### src/rtl/uart_pkg.sv
// Shared types and constants for the UART core: FSM state encodings,
// parity mode encodings and the oversampling ratio.
package uart_pkg;

  localparam int OVERSAMPLE = 16;

  typedef enum logic [1:0] {
    PAR_NONE     = 2'd0,
    PAR_EVEN     = 2'd1,
    PAR_ODD      = 2'd2,
    PAR_NONE_ALT = 2'd3
  } parity_t;

  typedef enum logic [2:0] {
    TX_IDLE, TX_START, TX_DATA, TX_PARITY, TX_STOP
  } tx_state_t;

  typedef enum logic [2:0] {
    RX_IDLE, RX_START, RX_DATA, RX_PARITY, RX_STOP
  } rx_state_t;

  function automatic logic parity_on(input logic [1:0] mode);
    return (mode == PAR_EVEN) || (mode == PAR_ODD);
  endfunction

endpackage

### src/rtl/uart_core_p_if.sv
// Host-side FIFO access bundle of the UART core: TX push and RX pop.
interface uart_core_p_if #(parameter int DATA_BITS = 8);

  logic                 wr_en;
  logic [DATA_BITS-1:0] wr_data;
  logic                 tx_full;
  logic                 rd_en;
  logic [DATA_BITS-1:0] rd_data;
  logic                 rx_empty;

  modport master (output wr_en, wr_data, rd_en, input tx_full, rd_data, rx_empty);
  modport slave  (input wr_en, wr_data, rd_en, output tx_full, rd_data, rx_empty);

endinterface

### src/rtl/uart_sync_fifo.sv
// Single-clock FIFO with extra-MSB pointers and a registered read port.
module uart_sync_fifo #(
  parameter int WIDTH = 8,
  parameter int DEPTH = 16
) (
  input  logic             clk,
  input  logic             rst_n,
  input  logic             wr_en,
  input  logic [WIDTH-1:0] wr_data,
  input  logic             rd_en,
  output logic [WIDTH-1:0] rd_data,
  output logic             full,
  output logic             empty
);
  localparam int AW = $clog2(DEPTH);

  logic [WIDTH-1:0] mem [DEPTH];
  logic [AW:0]      wr_ptr_reg;
  logic [AW:0]      rd_ptr_reg;
  logic             wr_ok;
  logic             rd_ok;

  assign full  = (wr_ptr_reg[AW] != rd_ptr_reg[AW]) &&
                 (wr_ptr_reg[AW-1:0] == rd_ptr_reg[AW-1:0]);
  assign empty = (wr_ptr_reg == rd_ptr_reg);
  // Full blocks writes even when a read happens in the same cycle.
  assign wr_ok = wr_en && !full;
  assign rd_ok = rd_en && !empty;

  always_ff @(posedge clk) begin
    if (wr_ok) mem[wr_ptr_reg[AW-1:0]] <= wr_data;
  end

  always_ff @(posedge clk or negedge rst_n) begin
    if (!rst_n) begin
      wr_ptr_reg <= '0;
      rd_ptr_reg <= '0;
      rd_data    <= '0;
    end else begin
      if (wr_ok) wr_ptr_reg <= wr_ptr_reg + 1'b1;
      if (rd_ok) begin
        rd_data    <= mem[rd_ptr_reg[AW-1:0]];
        rd_ptr_reg <= rd_ptr_reg + 1'b1;
      end
    end
  end

endmodule

### src/rtl/uart_core_p.sv
// UART core: shared baud tick, TX and RX FSMs with 16x oversampling,
// one FIFO per direction and sticky receive error flags.
module uart_core_p
  import uart_pkg::*;
#(
  parameter int DATA_BITS  = 8,
  parameter int FIFO_DEPTH = 16
) (
  input  logic        clk,
  input  logic        rst_n,
  input  logic [10:0] dvsr,
  input  logic [1:0]  parity_mode,
  input  logic        two_stop,
  input  logic        clr_err,
  input  logic        rx,
  output logic        tx,
  output logic        tx_busy,
  output logic        parity_err,
  output logic        frame_err,
  output logic        overrun,
  uart_core_p_if.slave bus
);
  localparam logic [3:0] LAST_TICK = 4'(OVERSAMPLE - 1);
  localparam logic [3:0] MID_TICK  = 4'(OVERSAMPLE / 2 - 1);
  localparam logic [2:0] LAST_BIT  = 3'(DATA_BITS - 1);

  logic [10:0] tick_cnt_reg;
  logic        tick;

  assign tick = (tick_cnt_reg == dvsr);

  // Wrap on >= so a dvsr lowered below the running count restarts at once.
  always_ff @(posedge clk or negedge rst_n) begin
    if (!rst_n) tick_cnt_reg <= '0;
    else        tick_cnt_reg <= (tick_cnt_reg >= dvsr) ? '0 : tick_cnt_reg + 11'd1;
  end

  logic [DATA_BITS-1:0] tx_fifo_data;
  logic                 tx_fifo_empty;
  logic                 tx_pop_reg;
  logic                 rx_push_reg;
  logic                 rx_fifo_full;
  logic [DATA_BITS-1:0] rx_shift_reg;

  uart_sync_fifo #(.WIDTH(DATA_BITS), .DEPTH(FIFO_DEPTH)) tx_fifo (
    .clk(clk), .rst_n(rst_n),
    .wr_en(bus.wr_en), .wr_data(bus.wr_data),
    .rd_en(tx_pop_reg), .rd_data(tx_fifo_data),
    .full(bus.tx_full), .empty(tx_fifo_empty)
  );

  uart_sync_fifo #(.WIDTH(DATA_BITS), .DEPTH(FIFO_DEPTH)) rx_fifo (
    .clk(clk), .rst_n(rst_n),
    .wr_en(rx_push_reg), .wr_data(rx_shift_reg),
    .rd_en(bus.rd_en), .rd_data(bus.rd_data),
    .full(rx_fifo_full), .empty(bus.rx_empty)
  );

  tx_state_t            tx_state_reg;
  logic [3:0]           tx_tick_reg;
  logic [2:0]           tx_bit_reg;
  logic [DATA_BITS-1:0] tx_word_reg;
  parity_t              tx_mode_reg;
  logic                 tx_two_stop_reg;
  logic                 tx_stop2_reg;
  logic                 tx_bit_done;

  assign tx_bit_done = tick && (tx_tick_reg == LAST_TICK);
  assign tx_busy     = (tx_state_reg != TX_IDLE);

  // Popped word lands two clocks after the pop decision, long before START ends.
  always_ff @(posedge clk or negedge rst_n) begin
    if (!rst_n) begin
      tx_state_reg    <= TX_IDLE;
      tx              <= 1'b1;
      tx_tick_reg     <= '0;
      tx_bit_reg      <= '0;
      tx_word_reg     <= '0;
      tx_mode_reg     <= PAR_NONE;
      tx_two_stop_reg <= 1'b0;
      tx_stop2_reg    <= 1'b0;
      tx_pop_reg      <= 1'b0;
    end else begin
      tx_pop_reg <= 1'b0;
      if (tick) tx_tick_reg <= tx_tick_reg + 4'd1;
      case (tx_state_reg)
        TX_IDLE: begin
          tx          <= 1'b1;
          tx_tick_reg <= '0;
          if (tick && !tx_fifo_empty) begin
            tx_pop_reg      <= 1'b1;
            tx_mode_reg     <= parity_t'(parity_mode);
            tx_two_stop_reg <= two_stop;
            tx              <= 1'b0;
            tx_state_reg    <= TX_START;
          end
        end
        TX_START: if (tx_bit_done) begin
          tx_word_reg  <= tx_fifo_data;
          tx           <= tx_fifo_data[0];
          tx_bit_reg   <= '0;
          tx_stop2_reg <= 1'b0;
          tx_state_reg <= TX_DATA;
        end
        TX_DATA: if (tx_bit_done) begin
          if (tx_bit_reg == LAST_BIT) begin
            if (parity_on(tx_mode_reg)) begin
              tx           <= (^tx_word_reg) ^ (tx_mode_reg == PAR_ODD);
              tx_state_reg <= TX_PARITY;
            end else begin
              tx           <= 1'b1;
              tx_state_reg <= TX_STOP;
            end
          end else begin
            tx         <= tx_word_reg[tx_bit_reg + 3'd1];
            tx_bit_reg <= tx_bit_reg + 3'd1;
          end
        end
        TX_PARITY: if (tx_bit_done) begin
          tx           <= 1'b1;
          tx_state_reg <= TX_STOP;
        end
        TX_STOP: if (tx_bit_done) begin
          if (tx_two_stop_reg && !tx_stop2_reg) begin
            tx_stop2_reg <= 1'b1;
          end else if (!tx_fifo_empty) begin
            tx_pop_reg      <= 1'b1;
            tx_mode_reg     <= parity_t'(parity_mode);
            tx_two_stop_reg <= two_stop;
            tx              <= 1'b0;
            tx_state_reg    <= TX_START;
          end else begin
            tx           <= 1'b1;
            tx_state_reg <= TX_IDLE;
          end
        end
        default: tx_state_reg <= TX_IDLE;
      endcase
    end
  end

  logic       rx_meta_reg;
  logic       rx_sync_reg;
  rx_state_t  rx_state_reg;
  logic [3:0] rx_tick_reg;
  logic [2:0] rx_bit_reg;
  parity_t    rx_mode_reg;
  logic       rx_bit_done;

  always_ff @(posedge clk or negedge rst_n) begin
    if (!rst_n) begin
      rx_meta_reg <= 1'b1;
      rx_sync_reg <= 1'b1;
    end else begin
      rx_meta_reg <= rx;
      rx_sync_reg <= rx_meta_reg;
    end
  end

  assign rx_bit_done = tick && (rx_tick_reg == LAST_TICK);

  // Clear first so an error raised in the same cycle still wins.
  always_ff @(posedge clk or negedge rst_n) begin
    if (!rst_n) begin
      rx_state_reg <= RX_IDLE;
      rx_tick_reg  <= '0;
      rx_bit_reg   <= '0;
      rx_shift_reg <= '0;
      rx_mode_reg  <= PAR_NONE;
      rx_push_reg  <= 1'b0;
      parity_err   <= 1'b0;
      frame_err    <= 1'b0;
      overrun      <= 1'b0;
    end else begin
      rx_push_reg <= 1'b0;
      if (clr_err) begin
        parity_err <= 1'b0;
        frame_err  <= 1'b0;
        overrun    <= 1'b0;
      end
      if (rx_push_reg && rx_fifo_full) overrun <= 1'b1;
      if (tick) rx_tick_reg <= rx_tick_reg + 4'd1;
      case (rx_state_reg)
        RX_IDLE: begin
          rx_tick_reg <= '0;
          if (!rx_sync_reg) begin
            rx_mode_reg  <= parity_t'(parity_mode);
            rx_state_reg <= RX_START;
          end
        end
        RX_START: if (tick && rx_tick_reg == MID_TICK) begin
          rx_tick_reg  <= '0;
          rx_bit_reg   <= '0;
          rx_state_reg <= rx_sync_reg ? RX_IDLE : RX_DATA;
        end
        RX_DATA: if (rx_bit_done) begin
          rx_shift_reg <= {rx_sync_reg, rx_shift_reg[DATA_BITS-1:1]};
          rx_bit_reg   <= rx_bit_reg + 3'd1;
          if (rx_bit_reg == LAST_BIT)
            rx_state_reg <= parity_on(rx_mode_reg) ? RX_PARITY : RX_STOP;
        end
        RX_PARITY: if (rx_bit_done) begin
          if (rx_sync_reg != ((^rx_shift_reg) ^ (rx_mode_reg == PAR_ODD)))
            parity_err <= 1'b1;
          rx_state_reg <= RX_STOP;
        end
        RX_STOP: if (rx_bit_done) begin
          if (!rx_sync_reg) frame_err <= 1'b1;
          rx_push_reg  <= 1'b1;
          rx_state_reg <= RX_IDLE;
        end
        default: rx_state_reg <= RX_IDLE;
      endcase
    end
  end

endmodule

### src/flat_wrapper.sv
// flat-port wrapper written by rule: the top's interface ports become plain ports
module uart_core_p_flat import uart_pkg::*;
#(
  parameter int DATA_BITS  = 8,
  parameter int FIFO_DEPTH = 16
)
  (clk, rst_n, dvsr, parity_mode, two_stop, clr_err, rx, tx, tx_busy, parity_err, frame_err, overrun, bus_wr_en, bus_wr_data, bus_rd_en, bus_tx_full, bus_rd_data, bus_rx_empty);
  uart_core_p_if #(.DATA_BITS(DATA_BITS)) bus_i ();
  input  logic clk;
  input  logic rst_n;
  input  logic [10:0] dvsr;
  input  logic [1:0] parity_mode;
  input  logic two_stop;
  input  logic clr_err;
  input  logic rx;
  output logic tx;
  output logic tx_busy;
  output logic parity_err;
  output logic frame_err;
  output logic overrun;
  input wire logic [$bits(bus_i.wr_en)-1:0] bus_wr_en;
  input wire logic [$bits(bus_i.wr_data)-1:0] bus_wr_data;
  input wire logic [$bits(bus_i.rd_en)-1:0] bus_rd_en;
  output wire logic [$bits(bus_i.tx_full)-1:0] bus_tx_full;
  output wire logic [$bits(bus_i.rd_data)-1:0] bus_rd_data;
  output wire logic [$bits(bus_i.rx_empty)-1:0] bus_rx_empty;
  assign bus_i.wr_en = bus_wr_en;
  assign bus_i.wr_data = bus_wr_data;
  assign bus_i.rd_en = bus_rd_en;
  assign bus_tx_full = bus_i.tx_full;
  assign bus_rd_data = bus_i.rd_data;
  assign bus_rx_empty = bus_i.rx_empty;
  uart_core_p #(.DATA_BITS(DATA_BITS), .FIFO_DEPTH(FIFO_DEPTH)) u_core (.clk(clk), .rst_n(rst_n), .dvsr(dvsr), .parity_mode(parity_mode), .two_stop(two_stop), .clr_err(clr_err), .rx(rx), .tx(tx), .tx_busy(tx_busy), .parity_err(parity_err), .frame_err(frame_err), .overrun(overrun), .bus(bus_i));
endmodule
### config.mk
export PLATFORM = sky130hd
export DESIGN_NAME = uart_core_p_flat
export DESIGN_NICKNAME = d
export VERILOG_FILES = /design/src/rtl/uart_pkg.sv /design/src/rtl/uart_core_p_if.sv /design/src/rtl/uart_sync_fifo.sv /design/src/rtl/uart_core_p.sv /design/src/flat_wrapper.sv
export SDC_FILE = /design/constraint.sdc
export NUM_CORES = 1
export LEC_CHECK = 0
export ABC_CLOCK_PERIOD_IN_PS = 5200
export CAP_MARGIN = 20
export CORE_MARGIN = 2
export CORE_UTILIZATION = 30
export DETAILED_ROUTE_END_ITERATION = 7
export GPL_TIMING_DRIVEN = 0
export PLACE_DENSITY = 0.44
export REMOVE_ABC_BUFFERS = 1
export SETUP_SLACK_MARGIN = 0.15
export SLEW_MARGIN = 20
export SYNTH_ARGS = -nofsm -noshare
export SYNTH_HDL_FRONTEND = slang
export SYNTH_SLANG_ARGS = --single-unit
### constraint.sdc
create_clock -name clk -period 5.2 [get_ports clk]
set_input_delay 0.78 -clock clk [delete_from_list [all_inputs] [get_ports clk]]
set_output_delay 0.78 -clock clk [all_outputs]
set_load 0.03 [all_outputs]
# Word-level counts from Yosys, hierarchy flattened
# Memory sizes are Yosys's and may differ from the RTL's. A register that Yosys moved wholly into a read port is not among the register bits.
# Cells that the tools add are included.
[op_classes] add_sub_neg=9 magnitude_cmp=2 eq_ne=41 n_mux=79 n_bitwise=3 n_reduce_logical=43
[ops] op="2-to-1 mux 3 bit" count=20
[ops] op="2-to-1 mux 1 bit" count=38
[ops] op="one-hot mux 3 bit (5 select lines)" count=2
[ops] op="!= test 2 x 1 -> 1 bit, second input constant" count=12
[ops] op="adder 5 x 1 -> 5 bit, second input constant" count=4
[ops] op="2-to-1 mux 4 bit" count=4
[ops] op="parity 8 bit" count=2
[ops] op="== test 3 x 2 -> 1 bit, second input constant" count=4
[ops] op="== test 3 bit, second input constant" count=4
[ops] op="logical AND 1 bit" count=12
[ops] op="one-hot mux 3 bit (2 select lines)" count=2
[ops] op="AND reduction 6 bit" count=2
[ops] op="nonzero test 2 bit" count=6
[ops] op="adder 11 x 1 -> 11 bit, second input constant" count=1
[ops] op="== test 11 bit" count=1
[ops] op="greater-or-equal comparator 11 bit" count=1
[ops] op="2-to-1 mux 11 bit" count=1
[ops] op="== test 5 bit" count=2
[ops] op="2-to-1 mux 2 bit" count=5
[ops] op="adder 4 x 1 -> 4 bit, second input constant" count=2
[ops] op="== test 4 bit" count=2
[ops] op="== test 4 bit, second input constant" count=2
[ops] op="!= test 2 bit, second input constant" count=4
[ops] op="one-hot mux 4 bit (2 select lines)" count=1
[ops] op="23 further kinds" count=43
[word_totals] ff_bits=81 ramBits=256 inputBits=28 output_inout_bits=15 wordCells=204 mem_count=2
[memory_table] name="u_core.rx_fifo.mem" words=16 word_bits=8 rd=1 rd_ports_with_merged_regs=1 write_ports=1 line="uart_sync_fifo.sv:17" source="logic [WIDTH-1:0] mem [DEPTH];"
[memory_table] name="u_core.tx_fifo.mem" words=16 word_bits=8 rd=1 rd_ports_with_merged_regs=1 write_ports=1 line="uart_sync_fifo.sv:17"

# Logic depth before layout (Yosys ltp)
# Gate-level depths: netlist of the first run.
[logic_depth] word_depth=6 ltp_mapped=9 depth_no_buf=8

# Hierarchy
# From an unflattened synthesis of the first run, not the netlist that was laid out.
[unflattened] cells_unflattened=938 hier_area_um2=15447.3
[by_module_without_submodules] mod="uart_sync_fifo (u_core.rx_fifo)" instances=1 cells_per_inst=302 area_each_um2=6005.8 seq_area_each_um2=4294.1
[by_module_without_submodules] mod="uart_sync_fifo (u_core.tx_fifo)" instances=1 cells_per_inst=302 area_each_um2=6002.0 seq_area_each_um2=4294.1
[by_module_without_submodules] mod="uart_core_p" instances=1 cells_per_inst=334 area_each_um2=3439.5 seq_area_each_um2=1530.2

# Worst setup path after synthesis of the first run
# Ideal clock, no wire load.
[synth_path] kind="in2reg" start="input dvsr[3]" end="register u_core.rx_shift_reg[0]" setup_ps=125 arrival_ps=2651 t_required_ps=5075 slack_ps=2424 path_stages=9 n_path_buf=1 cell_sequence="inv_1 -> ha_1 -> nand4_2 -> nor3_4 -> nand3_2 -> or2_4 -> or3_1 -> buf_2 -> mux2_4"
[synth_between] elab_chain_len=3
[synth_lines] element="start, declared" line="flat_wrapper.sv:11" source="input logic [10:0] dvsr;"
[synth_lines] element="== test 11 bit" line="uart_core_p.sv:30" source="assign tick = (tick_cnt_reg == dvsr);"
[synth_lines] element="logical AND 1 bit" line="uart_core_p.sv:160" source="assign rx_bit_done = tick && (rx_tick_reg == LAST_TICK);"
[synth_lines] element="AND reduction 2 bit (no source line)"
[synth_lines] element="end signal, assigned" line="uart_core_p.sv:197" source="rx_shift_reg <= {rx_sync_reg, rx_shift_reg[DATA_BITS-1:1]};"
[synth_lines] element="end, declared" line="uart_core_p.sv:43" source="logic [DATA_BITS-1:0] rx_shift_reg;"
# Every way passes these cells.
# A chain may end at the register's enable or synchronous reset.

# Worst setup path in the final report of the first run
[layout_path] start="register u_core.tx_fifo.rd_ptr_reg[0]" end="output bus_tx_full"
[layout_between] elab_chain_len=2
[layout_lines] element="start, declared" line="uart_sync_fifo.sv:19" source="logic [AW:0] rd_ptr_reg;"
[layout_lines] element="start signal, assigned" line="uart_sync_fifo.sv:43" source="rd_ptr_reg <= rd_ptr_reg + 1'b1;"
[layout_lines] element="== test 4 bit" line="uart_sync_fifo.sv:24" source="(wr_ptr_reg[AW-1:0] == rd_ptr_reg[AW-1:0]);"
[layout_lines] element="logical AND 1 bit" line="uart_sync_fifo.sv:23" source="assign full = (wr_ptr_reg[AW] != rd_ptr_reg[AW]) &&"
[layout_lines] element="end, declared" line="flat_wrapper.sv:24" source="output wire logic [$bits(bus_i.tx_full)-1:0] bus_tx_full;"
# Every way passes these cells.

==> metrics, run 1 <==
post-route ant nets 0; Hold Buf Count CTS 0; Worst Skew 0.0133 ns; initial antenna violation count 0; Die Wd 226 um; first-pass GRT wire length 47.8 mm; Max Root-Sink Buffers 3; Worst-path clk slew 0.06 ns; drc violations 0; io pins 43; vias 7363; CTS root buf clkbuf_16; WS Path Type flip-flop to primary output; Port Buffer Count 42; flip-flop and latch area 10100 um^2; area occupied by multi-input gates 4450 um^2; Synth warnings 0; overall power 6590 uW; Max H-tree Level 2; cell row count 81; crit start category flip-flop; GRT met2 Usage 0.207; initial DRC count 496; EDFF count, synth 256; Max-slew headroom 0.339; largest family of logic cells by synthesized area multiplexers; register area share after synthesis 0.682; #FFs+latches synth 353; mux contribution to synthesized area 0.157; CP bufs+invs 3; vias per cell 4.58; Tcrit/Tclk final 0.734; pin count of the biggest net entering global routing 72; pwr dens 379 nW/um^2; Post-Route WL 30.1 mm; number of global-route vias before repair 7866; final net count 969; Slowest cell on crit path clkdlybuf4s50_1; Synth Area in Simple Gates 0.0566; endpoints failing setup 0; GR Util All Layers 0.123; max-cap violations 0; dpl hpwl 19.9 mm; Slew Viols, Final 0; Area growth syn-to-layout 17.2%; Sum Neg Setup Slack 0 ns; FFs w/ async S/R, synth 0.275; unrepaired setup endpoints after global routing no; TritonCTS Buffers 40; Post-Place Cell Area 16100 um^2; run status finished, final reports clean; initial core utilization 0.304; critical path's top delay family buffers and inverters; Die Footprint 51300 um^2; most common cell after layout, fill and taps aside edfxtp_1; # fillers 4684; final hold vios 0; worst path cell trace buf_16 > xor2_1 > nor4_1 > nand2_1 > inv_1 > clkdlybuf4s50_1; global route total overflow 0; achievable clock frequency 262 MHz; adder-cell share of the synthesized area 0.0253; postcts setup bufs 0; CP Data Arrival Time 3.04 ns; Distinct cells, synth 50; Initial DRT Pass Iterations 4; Post-Synth XOR/XNOR Area 0.0346; met3 Track Usage GR 0.0219; Worst-Skew Late Latency 0.55 ns; Synth Area in Compound Gates 0.0247; grt met1 use 0.162; crit path launch u_core.tx_fifo.rd_ptr_reg[0]$_DFFE_PN0P_; Pleak 0.00583 uW; CTS tree built; worst-path maximum fanout 29; RR Startpoint u_core.tick_cnt_reg[0]$_DFF_PN0_; Cell Area, Synth 14800 um^2; grt peak-use layer met2; CTS resizes 0; worst hold path type primary input to asynchronous set/reset pin; crit path time final 3.82 ns; Syn Area/Cell 17.3 um^2; Synth Flop Type edfxtp_1; fraction of layout cells with a size suffix above 1 0.220; critical path required time 4.42 ns; most frequent cells in the layout 256 x edfxtp_1, 90 x dfrtp_1, 82 x mux4_2; Max VDD drop 0.000259 V; Slew @ Worst Pin 0.988 ns; synthesized instance count 856; n_diodes 0; CP max stage delay 0.67 ns; Die H 226 um; final instance area 17400 um^2; drt wl/cell 18.7 um; Crit. End Element primary output; Clock Sink Count 353; global placer's final weighted congestion 0.707; Core ar. 48800 um^2
worst reg2reg max path, cell delays in order, from the launching register on:
cell and delay, ns:
dfrtp_1 0.46, inv_1 0.08, ha_1 0.28, nand3_1 0.17, nor3_4 0.52, nand3_2 0.22
or2_4 0.30, or3_1 0.53, mux2_4 0.35
area by class of cell:
cell class | instances | share of cell area
Multi-Input combinational cell | 430 | 0.256
Sequential cell | 353 | 0.583
Tap cell | 664 | 0.0478
Timing Repair Buffer | 51 | 0.0330
Inverter | 35 | 0.00756
Clock inverter | 24 | 0.0115
Clock buffer | 50 | 0.0615
report_power, final:
part	internal (uW)	total (uW)	leakage, uW	switching [uW]
registers	3180	3310	0.00334	131
clock network	1610	2740	0.000618	1130
logic	223	533	0.00188	311
through the flow:
step / cells / worst slack, ns / util / hold slack, ns
detailed placement: 1533 / 1.27 / 0.330 / 0.348
global route: 1607 / 1.11 / 0.356 / 0.0953
CTS: 1607 / 1.31 / 0.356 / 0.0778
global placement: 1524 / -0.964 / 0.326 / 0.346
floorplan: 818 / 1.94 / - / 0.345
finish: 1607 / 1.38 / 0.356 / 0.0965
layer usage:
metal	up-vias	part of all wire
li1	3416	-
met1	3812	0.45
met2	91	0.50
met3	44	0.033
met4	0	0.021
met5	-	0
logic make-up after synthesis:
kind of cell / count (synthesis)
adders and majority gates: 30
muxes: 124
buffers and inverters: 73
AOI/OAI and AO/OA: 57
and+or+nand+nor: 162
DFF: 353
xor gates and xnor gates: 57
synthesized netlist by cell type (2+ instances only):
cell / instances / area share
inv_1: 35 / 0.0089
and2_1: 11 / 0.0046
a21o_1: 4 / 0.0020
nand3_1: 12 / 0.0040
buf_1: 3 / 0.00076
nor2b_1: 3 / 0.0013
nor2_1: 49 / 0.012
nand2b_1: 6 / 0.0025
o21ai_0: 14 / 0.0047
a211oi_1: 3 / 0.0015
and4_1: 2 / 0.0012
a31oi_1: 2 / 0.00084
and3_1: 5 / 0.0021
xnor2_1: 31 / 0.018
mux2i_1: 3 / 0.0020
nor4_1: 5 / 0.0021
a21oi_1: 12 / 0.0040
o31ai_1: 3 / 0.0015
mux4_2: 82 / 0.12
nor3b_1: 5 / 0.0025
o21bai_1: 2 / 0.0010
nand4_1: 12 / 0.0051
dfrtp_1: 94 / 0.16
a22o_1: 4 / 0.0024
o22ai_1: 4 / 0.0017
nor3_2: 2 / 0.0013
mux2_2: 34 / 0.026
mux2_4: 5 / 0.0051
nand2_1: 28 / 0.0071
buf_2: 12 / 0.0040
nand4_2: 2 / 0.0017
dfstp_2: 3 / 0.0053
nor3_1: 11 / 0.0037
ha_1: 30 / 0.025
o31a_1: 2 / 0.0012
edfxtp_1: 256 / 0.52
or3_1: 5 / 0.0021
o21a_1: 2 / 0.0010
clkbuf_1: 23 / 0.0058
xor2_1: 25 / 0.015
worst paths after layout:
check | cells after the start | slack [ns] | end
setup reg to reg | 8 | 2.17 | u_core.rx_shift_reg[6]$_DFFE_PN0P_
setup / recovery | 6 | 1.38 | bus_tx_full
hold / removal | 1 | 0.1 | u_core.rx_fifo.rd_data[4]$_DFFE_PN0P_
min in group clk | 0 | 0.36 | u_core.rx_sync_reg$_DFF_PN1_
hold reg to reg | 0 | 0.36 | u_core.rx_sync_reg$_DFF_PN1_
max in group asynchronous | 2 | 4.37 | u_core.tx_fifo.rd_ptr_reg[0]$_DFFE_PN0P_
Power figures use the tool's default switching activity.
==> run 2, diff against run 1 <==
--- a/config.mk
+++ b/config.mk
@@ -5,13 +5,13 @@
 export SDC_FILE = /design/constraint.sdc
 export NUM_CORES = 1
 export LEC_CHECK = 0
-export ABC_CLOCK_PERIOD_IN_PS = 5200
+export ABC_CLOCK_PERIOD_IN_PS = 3400
 export CAP_MARGIN = 20
 export CORE_MARGIN = 2
 export CORE_UTILIZATION = 30
 export DETAILED_ROUTE_END_ITERATION = 7
 export GPL_TIMING_DRIVEN = 0
-export PLACE_DENSITY = 0.44
+export PLACE_DENSITY = 0.45
 export REMOVE_ABC_BUFFERS = 1
 export SETUP_SLACK_MARGIN = 0.15
 export SLEW_MARGIN = 20
==> constraint.sdc (replaced) <==
create_clock -name clk -period 3.4 [get_ports clk]
set_input_delay 0.51 -clock clk [delete_from_list [all_inputs] [get_ports clk]]
set_output_delay 0.51 -clock clk [all_outputs]
set_load 0.03 [all_outputs]
==> metrics, run 2 (synthesis results as in run 1) <==
max-cap violations 0; initial DRC count 512; cell row count 81; Sum Neg Setup Slack 0 ns; Crit. End Element flip-flop; Slew @ Worst Pin 1.01 ns; critical path required time 3.81 ns; number of global-route vias before repair 7786; Worst-Skew Late Latency 0.53 ns; initial core utilization 0.304; Initial DRT Pass Iterations 4; achievable clock frequency 326 MHz; Inst Count DP 1532; CP Data Arrival Time 3.48 ns; Max-slew headroom 0.325; Tcrit/Tclk final 0.903; Clock Sink Count 353; Finished Core Util 0.357; overall power 10200 uW; global placer's final weighted congestion 0.702; worst hold path type flip-flop to flip-flop; TritonCTS Buffers 39; worst path cell trace clkdlybuf4s50_1 > inv_1 > ha_1 > nand4_2 > nor3_4 > nand3_2 > or2_4 > or3_1 > mux2_4; final net count 969; Die H 226 um; dpl hpwl 19.7 mm; fraction of layout cells with a size suffix above 1 0.226; post-route ant nets 0; Max Root-Sink Buffers 3; n_diodes 0; Pleak 0.00585 uW; Die Wd 226 um; unrepaired setup endpoints after global routing no; CP max stage delay 0.58 ns; most frequent cells in the layout 256 x edfxtp_1, 86 x dfrtp_1, 82 x mux4_2; CTS root buf clkbuf_16; global route total overflow 0; pwr dens 584 nW/um^2; Worst Skew 0.0149 ns; crit start category primary input; initial antenna violation count 0; vias 7350; Slowest cell on crit path nor3_4; drt wl/cell 18.5 um; Worst-path clk slew 0.06 ns; run status finished, final reports clean; Slew Viols, Final 0; Area growth syn-to-layout 17.6%; WS Path Type primary input to flip-flop; Port Buffer Count 42; Die Footprint 51300 um^2; hold_ws 0.362 ns; Max VDD drop 0.000418 V; Max H-tree Level 2; worst-path maximum fanout 13; Core ar. 48800 um^2; Post-Route WL 29.6 mm; CTS tree built; final hold vios 0; Non-Filler Instances 1606; pin count of the biggest net entering global routing 50; endpoints failing setup 0; io pins 43; drc violations 0; GR Util All Layers 0.120; # fillers 4666; vias per cell 4.58; first-pass GRT wire length 46.8 mm; crit path time final 3.07 ns; most common cell after layout, fill and taps aside edfxtp_1
run 2: worst max-delay path, delay by kind of cell:
family	cells	cell delay, ns
simple gates	5	1.80
buf+inv	2	0.49
fa+ha+maj	1	0.32
mux	1	0.36
run 2: layout make-up:
type / instances / area, um^2 / area share
Clock buffer: 51 / 1040 / 0.0596
Inverter: 35 / 131 / 0.00753
Clock inverter: 21 / 267 / 0.0153
Tap cell: 664 / 831 / 0.0476
Multi-Input combinational cell: 430 / 4470 / 0.256
Timing Repair Buffer: 52 / 577 / 0.0330
Sequential cell: 353 / 10100 / 0.581
run 2: layer usage:
layer,GRT usage,vias to the layer above,wire length [um]
met2,0.204,86,15000
met1,0.158,3804,13200
li1,-,3421,-
met3,0.0215,39,876
met4,0.0323,0,553
met5,0,-,0
run 2: what timing repair did:
item | CTS | global route
hold endpoints to repair | 45 | 0
endpoints found under the setup margin | 2 | 2
hold buffers | 1 | 0
resized for setup | 4 | 4
buffers inserted | 1 | 0
run 2: through the flow:
step                      setup WS (ns)  instance area, um^2
after global routing              0.150                17500
after global placement            -2.34                15900
after detailed placement         -0.249                16100
after floorplan                   0.141                14700
after CTS                         0.116                17400
final                             0.330                17500
run 2: path summary, 6_finish.rpt:
| check | start | slack, ns | endpoint | depth (start not counted) |
|---|---|---|---|---|
| max | dvsr[10] | 0.33 | u_core.rx_shift_reg[7]$_DFFE_PN0P_ | 9 |
| min | u_core.rx_meta_reg$_DFF_PN1_ | 0.36 | u_core.rx_sync_reg$_DFF_PN1_ | 0 |
| max reg2reg | u_core.tick_cnt_reg[8]$_DFF_PN0_ | 0.36 | u_core.rx_shift_reg[7]$_DFFE_PN0P_ | 7 |
| min reg2reg | u_core.rx_meta_reg$_DFF_PN1_ | 0.36 | u_core.rx_sync_reg$_DFF_PN1_ | 0 |
| max in group asynchronous | rst_n | 2.26 | u_core.tx_fifo.rd_ptr_reg[0]$_DFFE_PN0P_ | 3 |
| min in group asynchronous | rst_n | 0.48 | u_core.rx_fifo.rd_data[4]$_DFFE_PN0P_ | 2 |
run 2: power breakdown:
part / internal, uW / leakage (uW) / total, uW / switching [uW]
Sequential: 4860 / 0.00333 / 5050 / 194
Clock: 2630 / 0.000635 / 4310 / 1690
Combinational: 343 / 0.00188 / 825 / 482
